$ cat config.mk
export PLATFORM = sky130hd
export DESIGN_NAME = md_sequencer_flat
export DESIGN_NICKNAME = d
export VERILOG_FILES = /design/src/rtl/md_sequencer_pkg.sv /design/src/rtl/md_sequencer_if.sv /design/src/rtl/md_step_counter.sv /design/src/rtl/md_sequencer.sv /design/src/flat_wrapper.sv
export SDC_FILE = /design/constraint.sdc
export NUM_CORES = 1
export LEC_CHECK = 0
export CORE_MARGIN = 3
export CORE_UTILIZATION = 26
export DETAILED_ROUTE_END_ITERATION = 10
export PLACE_DENSITY_LB_ADDON = 0.08
export SYNTH_ARGS = -nofsm -noshare
export SYNTH_HDL_FRONTEND = slang
export SYNTH_SLANG_ARGS = --single-unit
export TNS_END_PERCENT = 30
$ cat constraint.sdc
create_clock -name clk -period 1.7 [get_ports clk]
set_input_delay 0.17 -clock clk [delete_from_list [all_inputs] [get_ports clk]]
set_output_delay 0.17 -clock clk [all_outputs]
set_load 0.02 [all_outputs]
$ cat src/rtl/md_sequencer_pkg.sv
// Shared constants, op codes, state encodings and decode helpers for md_sequencer.
// Optional signed divide support is enabled with `define MD_SIGNED_EN.
package md_sequencer_pkg;

    localparam int DATA_W = 32;
    localparam int CNT_W  = 5;

    localparam logic [3:0] ALU_ADD = 4'b0010;
    localparam logic [3:0] ALU_SUB = 4'b0110;

    localparam logic [2:0] OP_MUL   = 3'b000;
    localparam logic [2:0] OP_MULHU = 3'b001;
    localparam logic [2:0] OP_DIVU  = 3'b010;
    localparam logic [2:0] OP_REMU  = 3'b011;
    localparam logic [2:0] OP_DIV   = 3'b100;
    localparam logic [2:0] OP_REM   = 3'b101;

`ifdef MD_SIGNED_EN
    typedef enum logic [2:0] {
        S_IDLE  = 3'd0,
        S_RUN   = 3'd1,
        S_DONE  = 3'd2,
        S_NEG_A = 3'd3,
        S_NEG_B = 3'd4,
        S_FIX   = 3'd5
    } state_e;
`else
    typedef enum logic [1:0] {
        S_IDLE = 2'd0,
        S_RUN  = 2'd1,
        S_DONE = 2'd2
    } state_e;
`endif

    function automatic logic is_div_op(input logic [2:0] op);
        logic r;
        r = (op == OP_DIVU) || (op == OP_REMU);
`ifdef MD_SIGNED_EN
        r = r || (op == OP_DIV) || (op == OP_REM);
`endif
        return r;
    endfunction

    function automatic logic is_legal_op(input logic [2:0] op);
        return (op <= OP_REMU) || is_div_op(op);
    endfunction

    // hi doubles as the remainder and lo as the quotient during a divide.
    function automatic logic [DATA_W-1:0] sel_result(input logic [2:0]        op,
                                                      input logic [DATA_W-1:0] hi,
                                                      input logic [DATA_W-1:0] lo);
        logic [DATA_W-1:0] r;
        r = '0;
        case (op)
            OP_MUL, OP_DIVU:  r = lo;
            OP_MULHU, OP_REMU: r = hi;
`ifdef MD_SIGNED_EN
            OP_DIV:           r = lo;
            OP_REM:           r = hi;
`endif
            default:          r = '0;
        endcase
        return r;
    endfunction

endpackage

$ cat src/rtl/md_sequencer_if.sv
// Request/response handshake bundle between the core and md_sequencer.
// master = core side issuing requests, slave = sequencer.
interface md_sequencer_if;

    logic                                   in_valid;
    logic                                   in_ready;
    logic [2:0]                             in_op;
    logic [md_sequencer_pkg::DATA_W-1:0]    in_a;
    logic [md_sequencer_pkg::DATA_W-1:0]    in_b;
    logic                                   out_valid;
    logic                                   out_ready;
    logic [md_sequencer_pkg::DATA_W-1:0]    out_res;
    logic                                   out_div0;

    modport master (
        output in_valid, in_op, in_a, in_b, out_ready,
        input  in_ready, out_valid, out_res, out_div0
    );

    modport slave (
        input  in_valid, in_op, in_a, in_b, out_ready,
        output in_ready, out_valid, out_res, out_div0
    );

endinterface

$ cat src/rtl/md_step_counter.sv
// Iteration down-counter: load to all-ones, decrement per step, flag the final step.
module md_step_counter #(
    parameter int CNT_W = 5
) (
    input  logic clk,
    input  logic rst,
    input  logic load,
    input  logic dec,
    output logic last
);

    logic [CNT_W-1:0] count;

    // NOTE: sequential state uses non-blocking assignments so every flop samples pre-edge values.
    always_ff @(posedge clk) begin
        if (rst) begin
            count <= '0;
        end else if (load) begin
            count <= '1;
        end else if (dec) begin
            count <= count - 1'b1;
        end
    end

    assign last = (count == '0);

endmodule

$ cat src/rtl/md_sequencer.sv
// Multi-cycle shift-add multiply / restoring divide controller time-sharing the core ALU.
// `define MD_SIGNED_EN adds signed DIV/REM via NEG_A, NEG_B and FIX states.
module md_sequencer
    import md_sequencer_pkg::*;
(
    input  logic              clk,
    input  logic              rst,
    md_sequencer_if.slave     bus,
    output logic [DATA_W-1:0] alu_a,
    output logic [DATA_W-1:0] alu_b,
    output logic [3:0]        alu_ctrl,
    input  logic [DATA_W-1:0] alu_res,
    input  logic              alu_carry
);

    state_e            state;
    logic [2:0]        op;
    logic [DATA_W-1:0] hi;    // product high half / partial remainder
    logic [DATA_W-1:0] lo;    // multiplier shifting out / quotient shifting in
    logic [DATA_W-1:0] opnd;  // multiplicand / divisor
    logic              div0;
    logic              out_valid;
    logic [DATA_W-1:0] out_res;
    logic              out_div0;
    logic              last;
    logic              accept;
    logic [DATA_W-1:0] shifted;
    logic              take;
`ifdef MD_SIGNED_EN
    logic              sign_a;
    logic              sign_b;
    logic              in_signed;
`endif

    assign accept       = (state == S_IDLE) && bus.in_valid;
    assign bus.in_ready = (state == S_IDLE);
    assign bus.out_valid = out_valid;
    assign bus.out_res   = out_res;
    assign bus.out_div0  = out_div0;

    // Restoring-divide trial: 33-bit shifted remainder, msb folded in with the no-borrow carry.
    assign shifted = {hi[DATA_W-2:0], lo[DATA_W-1]};
    assign take    = hi[DATA_W-1] | alu_carry;

`ifdef MD_SIGNED_EN
    assign in_signed = (bus.in_op == OP_DIV) || (bus.in_op == OP_REM);
`endif

    md_step_counter #(.CNT_W(CNT_W)) u_step_counter (
        .clk  (clk),
        .rst  (rst),
        .load (accept),
        .dec  (state == S_RUN),
        .last (last)
    );

    // NOTE: every always_comb output gets a default first so no path infers a latch.
    always_comb begin
        alu_a    = '0;
        alu_b    = '0;
        alu_ctrl = ALU_ADD;
        case (state)
            S_RUN: begin
                if (is_div_op(op)) begin
                    alu_a    = shifted;
                    alu_b    = opnd;
                    alu_ctrl = ALU_SUB;
                end else begin
                    alu_a = hi;
                    alu_b = opnd;
                end
            end
`ifdef MD_SIGNED_EN
            S_NEG_A: begin
                alu_b    = lo;
                alu_ctrl = ALU_SUB;
            end
            S_NEG_B: begin
                alu_b    = opnd;
                alu_ctrl = ALU_SUB;
            end
            S_FIX: begin
                alu_b    = (op == OP_DIV) ? lo : hi;
                alu_ctrl = ALU_SUB;
            end
`endif
            default: ;
        endcase
    end

    always_ff @(posedge clk) begin
        if (rst) begin
            state     <= S_IDLE;
            op        <= '0;
            hi        <= '0;
            lo        <= '0;
            opnd      <= '0;
            div0      <= 1'b0;
            out_valid <= 1'b0;
            out_res   <= '0;
            out_div0  <= 1'b0;
`ifdef MD_SIGNED_EN
            sign_a    <= 1'b0;
            sign_b    <= 1'b0;
`endif
        end else begin
            case (state)
                S_IDLE: begin
                    if (bus.in_valid) begin
                        op   <= bus.in_op;
                        hi   <= '0;
                        div0 <= 1'b0;
                        if (is_div_op(bus.in_op)) begin
                            lo   <= bus.in_a;
                            opnd <= bus.in_b;
                        end else begin
                            lo   <= bus.in_b;
                            opnd <= bus.in_a;
                        end
`ifdef MD_SIGNED_EN
                        sign_a <= in_signed & bus.in_a[DATA_W-1];
                        sign_b <= in_signed & bus.in_b[DATA_W-1];
`endif
                        if (!is_legal_op(bus.in_op)) begin
                            state <= S_DONE;
                        end else if (is_div_op(bus.in_op) && (bus.in_b == '0)) begin
                            hi    <= bus.in_a;
                            lo    <= '1;
                            div0  <= 1'b1;
                            state <= S_DONE;
`ifdef MD_SIGNED_EN
                        end else if (in_signed) begin
                            state <= S_NEG_A;
`endif
                        end else begin
                            state <= S_RUN;
                        end
                    end
                end

                S_RUN: begin
                    if (is_div_op(op)) begin
                        if (take) begin
                            hi <= alu_res;
                            lo <= {lo[DATA_W-2:0], 1'b1};
                        end else begin
                            hi <= shifted;
                            lo <= {lo[DATA_W-2:0], 1'b0};
                        end
                    end else if (lo[0]) begin
                        {hi, lo} <= {alu_carry, alu_res, lo[DATA_W-1:1]};
                    end else begin
                        {hi, lo} <= {1'b0, hi, lo[DATA_W-1:1]};
                    end
                    if (last) begin
`ifdef MD_SIGNED_EN
                        state <= ((op == OP_DIV) || (op == OP_REM)) ? S_FIX : S_DONE;
`else
                        state <= S_DONE;
`endif
                    end
                end

`ifdef MD_SIGNED_EN
                S_NEG_A: begin
                    if (sign_a) lo <= alu_res;
                    state <= S_NEG_B;
                end

                S_NEG_B: begin
                    if (sign_b) opnd <= alu_res;
                    state <= S_RUN;
                end

                S_FIX: begin
                    if ((op == OP_DIV) && (sign_a ^ sign_b)) lo <= alu_res;
                    if ((op == OP_REM) && sign_a)            hi <= alu_res;
                    state <= S_DONE;
                end
`endif

                S_DONE: begin
                    // First DONE cycle registers the result; out_valid rises with it.
                    if (!out_valid) begin
                        out_valid <= 1'b1;
                        out_res   <= sel_result(op, hi, lo);
                        out_div0  <= div0;
                    end else if (bus.out_ready) begin
                        out_valid <= 1'b0;
                        state     <= S_IDLE;
                    end
                end

                default: state <= S_IDLE;
            endcase
        end
    end

endmodule

$ cat src/flat_wrapper.sv
// flat-port wrapper written by rule: the top's interface ports become plain ports
module md_sequencer_flat import md_sequencer_pkg::*;
  (clk, rst, alu_a, alu_b, alu_ctrl, alu_res, alu_carry, bus_in_valid, bus_in_op, bus_in_a, bus_in_b, bus_out_ready, bus_in_ready, bus_out_valid, bus_out_res, bus_out_div0);
  md_sequencer_if bus_i ();
  input  logic clk;
  input  logic rst;
  output logic [DATA_W-1:0] alu_a;
  output logic [DATA_W-1:0] alu_b;
  output logic [3:0] alu_ctrl;
  input  logic [DATA_W-1:0] alu_res;
  input  logic alu_carry;
  input wire logic [$bits(bus_i.in_valid)-1:0] bus_in_valid;
  input wire logic [$bits(bus_i.in_op)-1:0] bus_in_op;
  input wire logic [$bits(bus_i.in_a)-1:0] bus_in_a;
  input wire logic [$bits(bus_i.in_b)-1:0] bus_in_b;
  input wire logic [$bits(bus_i.out_ready)-1:0] bus_out_ready;
  output wire logic [$bits(bus_i.in_ready)-1:0] bus_in_ready;
  output wire logic [$bits(bus_i.out_valid)-1:0] bus_out_valid;
  output wire logic [$bits(bus_i.out_res)-1:0] bus_out_res;
  output wire logic [$bits(bus_i.out_div0)-1:0] bus_out_div0;
  assign bus_i.in_valid = bus_in_valid;
  assign bus_i.in_op = bus_in_op;
  assign bus_i.in_a = bus_in_a;
  assign bus_i.in_b = bus_in_b;
  assign bus_i.out_ready = bus_out_ready;
  assign bus_in_ready = bus_i.in_ready;
  assign bus_out_valid = bus_i.out_valid;
  assign bus_out_res = bus_i.out_res;
  assign bus_out_div0 = bus_i.out_div0;
  md_sequencer u_core (.clk(clk), .rst(rst), .bus(bus_i), .alu_a(alu_a), .alu_b(alu_b), .alu_ctrl(alu_ctrl), .alu_res(alu_res), .alu_carry(alu_carry));
endmodule
======== After elaboration in Yosys (flattened, before gate mapping) ========
Index checks and enable logic that the tools add are counted.
storage, ports and cells
  word-level logic and storage cells ...... 77
  ROM bits ................................ 0
  output and inout port bits .............. 103
  memories ................................ 0
  bits in latches ......................... 0
  register bits ........................... 141
  bits in writable memories ............... 0
  input port bits ......................... 104
cells by class
  equal/unequal tests ..................... 11
  reductions and logical operators ........ 17
  divide/modulo/power cells ............... 0
  multiply operators ...................... 0
  $lt $le $gt $ge ......................... 1
  muxes and demuxes ....................... 35
  bitwise logic cells ..................... 2
  $add $sub $neg .......................... 1
  shift operators ......................... 0
operators with widths
  operator                                                         count
  2-to-1 mux 32 bit                                                16
  one-hot mux 32 bit (2 select lines)                              3
  logical NOT 32 bit                                               1
  == test 3 x 2 -> 1 bit (second input constant)                   4
  2-to-1 mux 2 bit                                                 6
  2-to-1 mux 5 bit                                                 2
  one-hot mux 2 bit (3 select lines)                               1
  AND reduction 2 bit                                              3
  logical NOT 5 bit                                                1
  2-to-1 mux 1 bit                                                 5
  subtractor 5 x 1 -> 5 bit (second input constant)                1
  2-to-1 mux 4 bit                                                 1
  != test 2 x 1 -> 1 bit (second input constant)                   2
  != test 2 bit (second input constant)                            2
  AND reduction 4 bit                                              1
  nonzero test 2 bit                                               2
  OR reduction 2 bit                                               2
  == test 3 x 1 -> 1 bit (second input constant)                   1
  less-or-equal comparator 3 x 2 -> 1 bit (second input constant)  1
  logical NOT 3 bit                                                1
  logical OR 1 bit                                                 3
  2-to-1 mux 3 bit                                                 1
  == test 2 x 1 -> 1 bit (second input constant)                   1
  == test 2 bit (second input constant)                            1
  other kinds (4)                                                  5

======== Longest topological paths before layout ========
  depth after elaboration ................. 7
  depth in mapped cells ................... 8
  gate-level depth less buffers ........... 6

======== By module ========
From an unflattened synthesis, not the netlist that was laid out.
second synthesis, totals
  cells, all modules ...................... 1,168
  area, all modules ....................... 8,665.8 um^2
modules (own cells, without submodules)
  module           area an instance (um^2)  sequential area each (um^2)  cells an instance  instances
  md_sequencer     8,444.3                  2,722.6                      1,144              1
  md_step_counter  221.5                    100.1                        24                 1

======== Worst setup path after synthesis ========
OpenSTA, ideal clock, no wires.
  path kind ............................... register -> output
  start ................................... reg u_core.op[2]
  end ..................................... out alu_a[10]
  stages on the path, launching flop included .. 9
  arrival ................................. 1.651 ns
  data required time ...................... 1.530 ns
  buffers on the path ..................... 5
  path slack .............................. -0.121 ns
  cells stage by stage .................... dfxtp_1 -> buf_4 -> nor2b_1 -> clkbuf_1 -> buf_2 -> buf_2 -> buf_4 -> nand2_1 -> a21oi_1
between the ends
  longest elaborated chain between the ends .. 4
  elaborated cells between the ends (all ways) .. 5
  classes of those cells .................. eq/ne (2); mux (2); reduce/logical (1)
RTL lines
  element                 RTL line                source
  from (decl)             md_sequencer.sv:17      logic [2:0] op;
  from (signal assigned)  md_sequencer.sv:110     op <= bus.in_op;
  == test 3 x 2 -> 1 bit  md_sequencer_pkg.sv:37  r = (op == OP_DIVU) || (op == OP_REMU);
  logical OR 1 bit *      md_sequencer_pkg.sv:37
  2-to-1 mux 32 bit *     md_sequencer.sv:64      if (is_div_op(op)) begin
  2-to-1 mux 32 bit *     md_sequencer.sv:62      case (state)
  to (decl)               flat_wrapper.sv:7       output logic [DATA_W-1:0] alu_a;
Mark *: on every way between the ends. The rest lies on a longest branch, timed or not.

======== Final worst setup path ========
  start ................................... reg u_core.state[0]
  end ..................................... reg u_core.lo[18]
between the ends
  longest elaborated chain between the ends .. 3
  elaborated cells between the ends (all ways) .. 6
  classes of those cells .................. eq/ne (2); mux (1); reduce/logical (3)
RTL lines
  element                                                               RTL line             source
  from (decl)                                                           md_sequencer.sv:16   state_e state;
  from (signal assigned)                                                md_sequencer.sv:93   state <= S_IDLE;
  from (signal assigned)                                                md_sequencer.sv:125  state <= S_DONE;
  from (signal assigned)                                                md_sequencer.sv:130  state <= S_DONE;
  == test 2 x 1 -> 1 bit / logical NOT 2 bit (equally long branches)    md_sequencer.sv:107  case (state)
  nonzero test 2 bit (no line) / != test 2 bit (equally long branches)  n/a
  AND reduction 2 bit (no line)                                         n/a
  to (signal assigned)                                                  md_sequencer.sv:114  lo <= bus.in_a;
  to (signal assigned)                                                  md_sequencer.sv:117  lo <= bus.in_b;
  to (signal assigned)                                                  md_sequencer.sv:145  lo <= {lo[DATA_W-2:0], 1'b1};
  to (decl)                                                             md_sequencer.sv:19   logic [DATA_W-1:0] lo;
Several ways; a longest one is shown, not always the timed one.
A chain may end at the register's enable or synchronous reset.

==> results.json <==
{
  "status": "finished, violations left",
  "failed_checks": "negative setup slack",
  "routed_wirelength_um": 40800,
  "crit_slowest_cell": "or3b_4",
  "synth_edf_count": 0,
  "setup_violations": 63,
  "final_nets": 1525,
  "critPathMaxStageDelay_ns": 0.48,
  "fillers": 3498,
  "vias_per_cell": 5.11,
  "p_per_area_nw_per_um2": 938,
  "async_flop_share_pct": 0,
  "die_h_um": 194,
  "setup.worst_path.start": "u_core.state[0]",
  "grt_pass1_wl_um": 58900,
  "cp_num_buf_inv": 3,
  "finalPower_uw": 13900,
  "switching_share_pct": 35.2,
  "clock_latency_ns": 0.44,
  "cp_max_fo": 9,
  "crit_arrival_ns": 2.18,
  "ys_types": 54,
  "reg2reg_depth": 7,
  "finalCriticalPeriod_ns": 1.85,
  "synth_area_per_cell_um2": 8.30,
  "synth_xor_area_share_pct": 0.286,
  "tightest_slew_ns": 0.622,
  "placedInstanceArea_um2": 13000,
  "fin_cells": 1888,
  "yosys.area_share.simple_pct": 16.3,
  "synth_top_family_by_area": "compound AO/OA/AOI/OAI gates",
  "synth_mux_area_share_pct": 20.1,
  "initial_core_util_pct": 26.5,
  "timing.rr.start": "u_core.state[0]",
  "ant_nets": 0,
  "cp-endpoint": "u_core.lo[18]",
  "r2r_slack_ns": -0.15,
  "seqPwrFrac_pct": 30.3,
  "rows": 68,
  "cts.path.max_buffers": 2,
  "cts_root_buf": "clkbuf_16",
  "fmax_ghz": 0.541,
  "clkPwrFrac_pct": 29.5,
  "netlist.area_leader.share_pct": 30.7,
  "synth_fa_ha_area_share_pct": 0.136,
  "drive_gt1_share_pct": 34.2,
  "cp-end-kind": "flop",
  "via_count": 9641,
  "cpMostUsedCell": "buf_6",
  "skew_ns": 0.0125,
  "power_frac_comb_pct": 40.3,
  "vdd_ir_drop_max_uv": 742,
  "synth-compound-area-share_pct": 24.1,
  "area_delta_synth_final_pct": 61.6,
  "wl_per_cell_um": 21.6,
  "yosys-top-cells-area": "dfxtp_1 (31%), mux2i_1 (17%), a21oi_1 (5.7%)",
  "slew_headroom_pct": 58.6,
  "finalCritPeriodShare_pct": 109,
  "grt.overflow.total": 0,
  "num_io_pins": 207,
  "critPathTopFamily": "simple AND/OR/NAND/NOR gates",
  "drc": 0,
  "critPathLaunchType": "flop",
  "path_cells": "buf_6, or3b_4, nand2_8, buf_6, clkbuf_16, nor2_1, a311oi_1",
  "synth-seq-cells": 141,
  "netlist_area_um2": 9190,
  "fp.dieArea_um2": 37600,
  "yosysWarnings": 0,
  "io_buffers": 203,
  "grt_pass1_vias": 9277,
  "cts.clk_slew.worst_paths_ns": 0.07,
  "antenna_found_initial": 0,
  "yosysMostFrequentCell": "mux2i_1",
  "grt_max_degree": 51,
  "gp_congestion": 0.799,
  "synth_top_area_cell": "dfxtp_1",
  "rsz0062_at_grt": "yes",
  "numCtsBuffers": 17,
  "clkSinkCount": 141,
  "regToRegEndpoint": "u_core.lo[18]",
  "cts_tree": "yes",
  "whs_ns": 0.155,
  "drtPass1Iterations": 5,
  "cp.depth": 7,
  "insertedDiodeCount": 0,
  "die_w_um": 194,
  "design_area_um2": 14900,
  "slew_violations": 0,
  "hp-class": "input port to flop",
  "seq_area_frac_synth_pct": 30.7,
  "netSwitchingPower_uw": 4900,
  "grt_usage_pct": 20.0,
  "placed_cells": 1814,
  "synthTopCellsByCount": "mux2i_1 (158), dfxtp_1 (141), a21oi_1 (104)",
  "fin_setup_tns_ns": -2.79,
  "core-area_um2": 34700,
  "drt_iter0_markers": 659,
  "p_leak_uw": 0.00571,
  "setup_ws_ns": -0.148,
  "crit_type": "flop to flop",
  "syn-instance-count": 1108,
  "ys.flop_type": "dfxtp_1",
  "maxCapViolations": 0,
  "p_int_uw": 9030,
  "hold_viol_final": 0,
  "cp_data_required_time_ns": 2.03,
  "cts-htree-levels": 4,
  "dp_hpwl_um": 28800
}
[state kept, by name, indices dropped and copies added, names as in the netlist]
| name | cells |
|---|---|
| u_core.bus.out_res | 32 |
| u_core.hi | 32 |
| u_core.lo | 32 |
| u_core.opnd | 32 |
| u_core.u_step_counter.count | 5 |
| u_core.op | 3 |
| u_core.state | 2 |
| u_core.bus.out_div0 | 1 |
| u_core.bus.out_valid | 1 |
| u_core.div0 | 1 |
[how the worst min path moves through the flow]
stage                            start         endpoint  slack, ns  depth (start not counted)
after global routing               rst  u_core.opnd[31]       0.18                          2
after CTS                          rst    u_core.lo[29]       0.15                          2
after detailed placement   u_core.div0      u_core.div0       0.46                          2
final                              rst  u_core.opnd[31]       0.16                          2
after global placement     u_core.div0      u_core.div0       0.46                          2
after floorplan           bus_in_op[1]     u_core.op[1]       0.31                          2
[layout make-up]
type                            count  area (µm²)  area share, %
Clock inverter                     11         165           1.11
Clock buffer                       21         460           3.10
Sequential cell                   141        2840           19.1
Tap cell                          455         569           3.83
Multi-Input combinational cell    808        6330           42.6
Inverter                           35         131          0.885
Timing Repair Buffer              417        4360           29.4
[logic make-up after synthesis]
group / after synthesis
buffers and inverters: 161
other: 2
AOI/OAI and AO/OA: 317
xor gates and xnor gates: 3
adders and majority gates: 1
and+or+nand+nor: 301
DFF: 141
muxes: 182
[layout by cell type (no fill, tap or decap), drive strengths merged, types with 35 or more instances in the layout]
cell type        n
a21oi          104
buf            269
clkdlybuf4s50  132
dfxtp          141
inv             35
mux2i          158
nand2           76
nor2            96
o21ai           36
[what timing repair did]
| action | 4_1_cts | 5_1_grt |
|---|---|---|
| hold buffers | 0 | 0 |
| gates resized for setup | 369 | 149 |
| pin swaps | 14 | 43 |
| gates cloned | 2 | 15 |
| buffers inserted | 9 | 19 |
| setup endpoints to repair | 185 | 149 |
[per-stage QoR]
step | util (%) | setup slack (ns)
3_3_place_gp | 37.6 | -0.660
6_report | 42.8 | -0.148
2_1_floorplan | - | -0.121
3_5_place_dp | 37.6 | -0.678
5_1_grt | 42.8 | -0.210
4_1_cts | 39.9 | -0.113
[metal layers]
metal | up-vias | global-route usage [%] | wire [µm]
met2 | 281 | 28.4 | 17500
met3 | 37 | 3.39 | 2040
met5 | - | 0 | 0
met4 | 0 | 4.44 | 639
met1 | 4629 | 31.2 | 20600
li1 | 4694 | - | -
[power by group through the flow]
stage | logic (µW) | registers (µW) | clock network [µW]
after floorplan | 2610 | 4100 | 0
after global placement | 4580 | 4250 | 0
after global routing | 6000 | 4260 | 4330
after CTS | 4740 | 4190 | 4200
after detailed placement | 4590 | 4250 | 0
final | 5610 | 4220 | 4110
No activity file was read; power rests on OpenSTA's default activity.
